## src/rtl/rr_gnt_dispatch20.sv

```systemverilog
// Round-robin grant dispatcher: captures the granted port's descriptor into a small FWFT FIFO
// and returns an arbitration credit. Optional sticky error detection via macro RR_DISP_ERR_EN.
module rr_gnt_dispatch20 #(
    parameter int NUM_OF_INPUT = 20,
    parameter int INPUT_NBITS  = 5,
    parameter int DATA_NBITS   = 32,
    parameter int DEPTH        = 4
) (
    input  logic                               clk,
    input  logic                               rst,
    input  logic                               gnt,
    input  logic [INPUT_NBITS-1:0]             sel,
    input  logic [NUM_OF_INPUT-1:0]            in_valid,
    input  logic [NUM_OF_INPUT*DATA_NBITS-1:0] in_data,
    output logic                               en,
    output logic [NUM_OF_INPUT-1:0]            pop,
    output logic                               out_valid,
    input  logic                               out_ready,
    output logic [DATA_NBITS-1:0]              out_data,
    output logic [INPUT_NBITS-1:0]             out_port,
    output logic                               err
);

    localparam int PW = (DEPTH > 1) ? $clog2(DEPTH) : 1;
    localparam int CW = $clog2(DEPTH + 1);
    localparam int EW = INPUT_NBITS + DATA_NBITS;

    logic [CW-1:0]  count_q, count_d;
    logic [PW-1:0]  wr_ptr_q, wr_ptr_d;
    logic [PW-1:0]  rd_ptr_q, rd_ptr_d;
    logic [EW-1:0]  mem_q [DEPTH];
    logic [EW-1:0]  mem_d [DEPTH];

    logic                  sel_hit;
    logic                  sel_valid;
    logic [DATA_NBITS-1:0] sel_data;
    logic                  accept;
    logic                  empty;
    logic                  full;
    logic                  retire;
    logic                  wr;
    logic [EW-1:0]         head;
    logic [CW:0]           credit_sum;

    // Decoding by loop keeps an out-of-range sel from ever indexing past in_valid/in_data.
    always_comb begin
        sel_hit   = 1'b0;
        sel_valid = 1'b0;
        sel_data  = '0;
        for (int i = 0; i < NUM_OF_INPUT; i++) begin
            if (sel == INPUT_NBITS'(i)) begin
                sel_hit   = 1'b1;
                sel_valid = in_valid[i];
                sel_data  = in_data[i*DATA_NBITS +: DATA_NBITS];
            end
        end
    end

    assign accept = gnt & sel_hit & sel_valid & ~rst;

    always_comb begin
        pop = '0;
        for (int i = 0; i < NUM_OF_INPUT; i++) begin
            pop[i] = accept & (sel == INPUT_NBITS'(i));
        end
    end

    assign empty     = (count_q == '0);
    assign full      = (count_q == CW'(DEPTH));
    assign out_valid = ~rst & ~empty;
    assign retire    = out_valid & out_ready;
    assign wr        = accept & (~full | retire);

    always_comb begin
        count_d  = count_q;
        wr_ptr_d = wr_ptr_q;
        rd_ptr_d = rd_ptr_q;
        mem_d    = mem_q;
        if (wr && !retire) begin
            count_d = count_q + CW'(1);
        end else if (retire && !wr) begin
            count_d = count_q - CW'(1);
        end
        if (wr) begin
            wr_ptr_d        = wr_ptr_q + PW'(1);
            mem_d[wr_ptr_q] = {sel, sel_data};
        end
        if (retire) begin
            rd_ptr_d = rd_ptr_q + PW'(1);
        end
    end

    always_ff @(posedge clk) begin
        if (rst) begin
            count_q  <= '0;
            wr_ptr_q <= '0;
            rd_ptr_q <= '0;
        end else begin
            count_q  <= count_d;
            wr_ptr_q <= wr_ptr_d;
            rd_ptr_q <= rd_ptr_d;
        end
    end

    // Storage needs no reset: the head is only visible while count is non-zero.
    always_ff @(posedge clk) begin
        mem_q <= mem_d;
    end

    assign head     = mem_q[rd_ptr_q];
    assign out_data = out_valid ? head[DATA_NBITS-1:0] : '0;
    assign out_port = out_valid ? head[EW-1 -: INPUT_NBITS] : '0;

    // Credit leaves room for a grant that arrives one cycle after en.
    assign credit_sum = {1'b0, count_q} + {{CW{1'b0}}, gnt};
    assign en         = ~rst & (credit_sum <= (CW+1)'(DEPTH - 1));

`ifdef RR_DISP_ERR_EN
    logic err_q, err_d;
    logic drop_grant;
    logic overflow;

    assign drop_grant = gnt & ~rst & ~(sel_hit & sel_valid);
    assign overflow   = accept & full & ~retire;

    always_comb begin
        err_d = err_q | drop_grant | overflow;
    end

    always_ff @(posedge clk) begin
        if (rst) begin
            err_q <= 1'b0;
        end else begin
            err_q <= err_d;
        end
    end

    assign err = err_q & ~rst;
`else
    assign err = 1'b0;
`endif

endmodule

```

## config.mk

```make
export PLATFORM = sky130hd
export DESIGN_NAME = rr_gnt_dispatch20
export DESIGN_NICKNAME = d
export VERILOG_FILES = /design/src/rtl/rr_gnt_dispatch20.sv
export SDC_FILE = /design/constraint.sdc
export NUM_CORES = 1
export LEC_CHECK = 0
export CAP_MARGIN = 10
export CORE_AREA = 5 5 277 279
export CTS_CLUSTER_DIAMETER = 150
export DETAILED_ROUTE_END_ITERATION = 10
export DIE_AREA = 0 0 282 284
export PLACE_DENSITY = 0.46
export SLEW_MARGIN = 25
export SYNTH_ARGS = -nofsm -noshare
export SYNTH_HDL_FRONTEND = slang
export SYNTH_SLANG_ARGS = --single-unit
```

## constraint.sdc

```tcl
create_clock -name clk -period 4.2 [get_ports clk]
set_input_delay 0.84 -clock clk [delete_from_list [all_inputs] [get_ports clk]]
set_output_delay 0.84 -clock clk [all_outputs]
set_load 0.02 [all_outputs]
```

==> impl_results.md <==
- Core footprint: 73900 um^2
- Post-Route WL: 96100 um
- Worst path required time: 3.36 ns
- Global-route wire length before repair: around 130000 um
- Final worst-path cycle share: 0.964
- Total gr overflow: 0
- Drt wl/cell: 32.2 um
- CTS tree: built
- Synth unique cells: 77
- Finished Core Util: 0.300
- Post-synth EDFFs: 148
- Unrepaired setup endpoints after global routing: no
- Worst reg-to-reg setup slack: 1.75 ns
- Status: finished clean
- Synth warn: 0
- Slew headroom: 0.424
- Flops & latches, synth: 155
- CTS Buffer Depth: 2
- Combinational family with the most area after synthesis: compound AO/OA/AOI/OAI gates
- Critical Path, Cell by Cell: buf_2, buf_4, nand2b_1, a211oi_1, or4_4, a211o_4, nand3_4, buf_12, nor2_1, clkdlybuf4s50_1
- I/O pins: 729
- Clk sinks: 155
- Layout area overhead: 77.3%
- Leak Pwr: between 7 and 8 nW
- Crit path DAT: 3.21 ns
- Initial antenna violation count: 22
- Peak Freq: 0.247 GHz
- FF-to-FF Start: count_q[0]$_SDFFE_PP0P_
- Minimum clock period: a little over 4 ns
- CTS clock-pin slew for the worst setup and hold paths: 0.06 ns
- Worst Setup SP: sel[4]
- Largest net degree at the start of global routing: 85
- Syn Area/Cell: 10.0 um^2
- Synth Cell Area: 12500 um^2
- Setup skew after layout: 0.00789 ns
- Post-route design area: about 22000 um^2
- Critical path type: in -> out
- DRC Markers: 0
- Max Cap Viol: 0
- Pre-Repair DR Iteration Count: 5
- Nets: 2668
- Vias per inst: approximately 4.9
- PortBufs: 727
- Post-DP Area: roughly 21000 um^2
- CP peak stage delay: 0.55 ns
- Total GRT Usage: 0.228
- Synth Area in Adders: 0.00660
- Worst path bufs/invs: 4
- Die width: about 280 um
- Post-synth ARST share: 0
- Hold Slack: around 0.55 ns
- Vias: 14660
- Most common cell after layout, fill and taps aside: clkdlybuf4s50_1
- Worst min path class: reg -> reg
- Fillers: 7768
- Htree depth: 4
- Layout cell share with drive strength beyond 1: 0.148
- Starting DRT DRC Count: between 1000 and 1500
- Register area share after synthesis: 0.366
- Die Ht: approximately 280 um
- Slowest cell on crit path: clkdlybuf4s50_1
- Vias in the first global route: roughly 16000
- Mux contribution to synthesized area: 0.180
- Endpoint type of the worst setup path: output pin
- Worst ir drop on vdd: 277 uV
- Min-delay src: count_q[2]$_SDFFE_PP0P_
- CP Max Fanout: 11
- Clk root buf: clkbuf_16
- Post-route ant nets: 0
- P per Cell Area: 235 nW/um^2
- Ys flop type: edfxtp_1
- Starting density of the core: 0.169
- Most frequent cells in the layout: clkdlybuf4s50_1 (704), edfxtp_1 (148), buf_4 (114), a21oi_1 (113), nor2_1 (96)
- Detailed placement HPWL: 80200 um
- Final Hold Fails: 0
- Core Rows: 100
- Final setup violation count: 0
- Simple-gate portion of the synthesized area: 0.147
- Number of setup buffers added after CTS: 0
- CTS buffer count: 17
- Synth Area in Compound Gates: 0.243
- Dpl ws: -0.0719 ns
- Critical path's top delay family: buffers and inverters
- Mapped Nets: about 1900
- Pin slew with the least headroom to its limit: 0.865 ns
- Final setup margin: 0.151 ns
- Die ar.: 80100 um^2
- Worst setup SP type: input port
- Dpl cells: ~2900
- Post-Layout Cell Count: 2990
- Clk_lat worst skew: 0.42 ns
- Cells after synthesis: roughly 1200
- Post-Synth XOR/XNOR Area: 0.00280
- GPL Wtd Cong: roughly 0.92
- Max Slew Vio Count: 0
metal layers:
layer,GRT usage,routed length (um),vias up
met4,0.0666,2160,2
met5,0,18,-
met3,0.0551,7650,82
li1,-,-,6494
met2,0.396,47800,751
met1,0.280,38500,7331
power by group:
part | leakage [nW] | switching (W) | internal (W) | total, W
Sequential | 1.41 | 0.0000263 | 0.00175 | 0.00177
Combinational | 6.02 | 0.000871 | 0.00101 | 0.00188
Clock | 0.286 | 0.000615 | 0.000939 | 0.00155
cell usage after synthesis, drive strengths merged (5+ instances only):
master   number  area share
a22o          6      0.0042
dfxtp         7       0.011
a21oi       113       0.045
o211ai       10      0.0060
nor2        101       0.030
nand2        74       0.022
inv          16      0.0048
nor3         28       0.012
o32ai         6      0.0042
a22oi        31       0.019
ha            5      0.0050
edfxtp      148        0.36
or3           5      0.0025
o41ai         7      0.0049
mux4         76        0.14
and2         45       0.022
buf          72       0.034
nand3        25       0.011
o22ai        35       0.017
nor2b         9      0.0045
o21a          7      0.0042
o221ai       38       0.027
and3          7      0.0035
a21boi        9      0.0054
a211oi        7      0.0042
a221oi       24       0.017
o21ai       100       0.040
nand2b       27       0.013
o31ai         8      0.0048
a31oi         9      0.0045
nor3b         5      0.0030
clkbuf       51       0.015
mux2i        35       0.028
nor4          5      0.0025
a31o          5      0.0035
mux2         17       0.015
o2bb2ai      10      0.0070
worst reg2reg max path, cell delays in order, from the launching register on:
cell and delay (ns):
dfxtp_1 0.38, nor3_1 0.36, nor2_4 0.06, buf_12 0.18
nand2_1 0.14, ha_1 0.19, inv_1 0.06, fa_1 0.38
xor2_1 0.16, or3_1 0.31, a21oi_1 0.16
what timing repair did:
item | in CTS | in global routing
resized for setup | 1 | 17
cloned | 0 | 0
hold buffers | 0 | 0
endpoints found under the setup margin | 2 | 17
layout make-up:
class	instances	area, um^2	area share
flip-flops and latches	155	4590	0.207
diodes	15	37.5	0.00169
inverters	16	60.1	0.00271
multi-input cells	954	7310	0.330
well taps	969	1210	0.0547
repair buffers	849	8370	0.377
clock buffers	19	433	0.0195
clock inverters	13	166	0.00750
metrics by stage:
| stage | total power [W] | TNS [ns] |
|---|---|---|
| 5_1_grt | 0.00541 | 0 |
| 3_3_place_gp | 0.00368 | -0.0152 |
| 6_report | 0.00521 | 0 |
| 2_1_floorplan | 0.00247 | 0 |
| 4_1_cts | 0.00525 | 0 |
| 3_5_place_dp | 0.00369 | -0.0747 |
cells by family after synthesis:
kind of cell    after synthesis
simple gates                357
fa+ha+maj                     6
mux                         128
xor+xnor                      4
compound gates              458
flops                       155
other cells                   1
buf+inv                     139
path summary, 6_finish.rpt:
kind                                                end  cells past startpoint
worst max register to register  count_q[2]$_SDFFE_PP0P_                     10
worst max-delay path                            pop[12]                     10
worst min register to register  count_q[2]$_SDFFE_PP0P_                      2
worst min-delay path            count_q[2]$_SDFFE_PP0P_                      2
state kept, by name, summed over array words and instances, names as in the netlist:
signal and cells:
mem_q 148, rd_ptr_q 2, count_q 3, wr_ptr_q 2
Power figures use the tool's default switching activity.
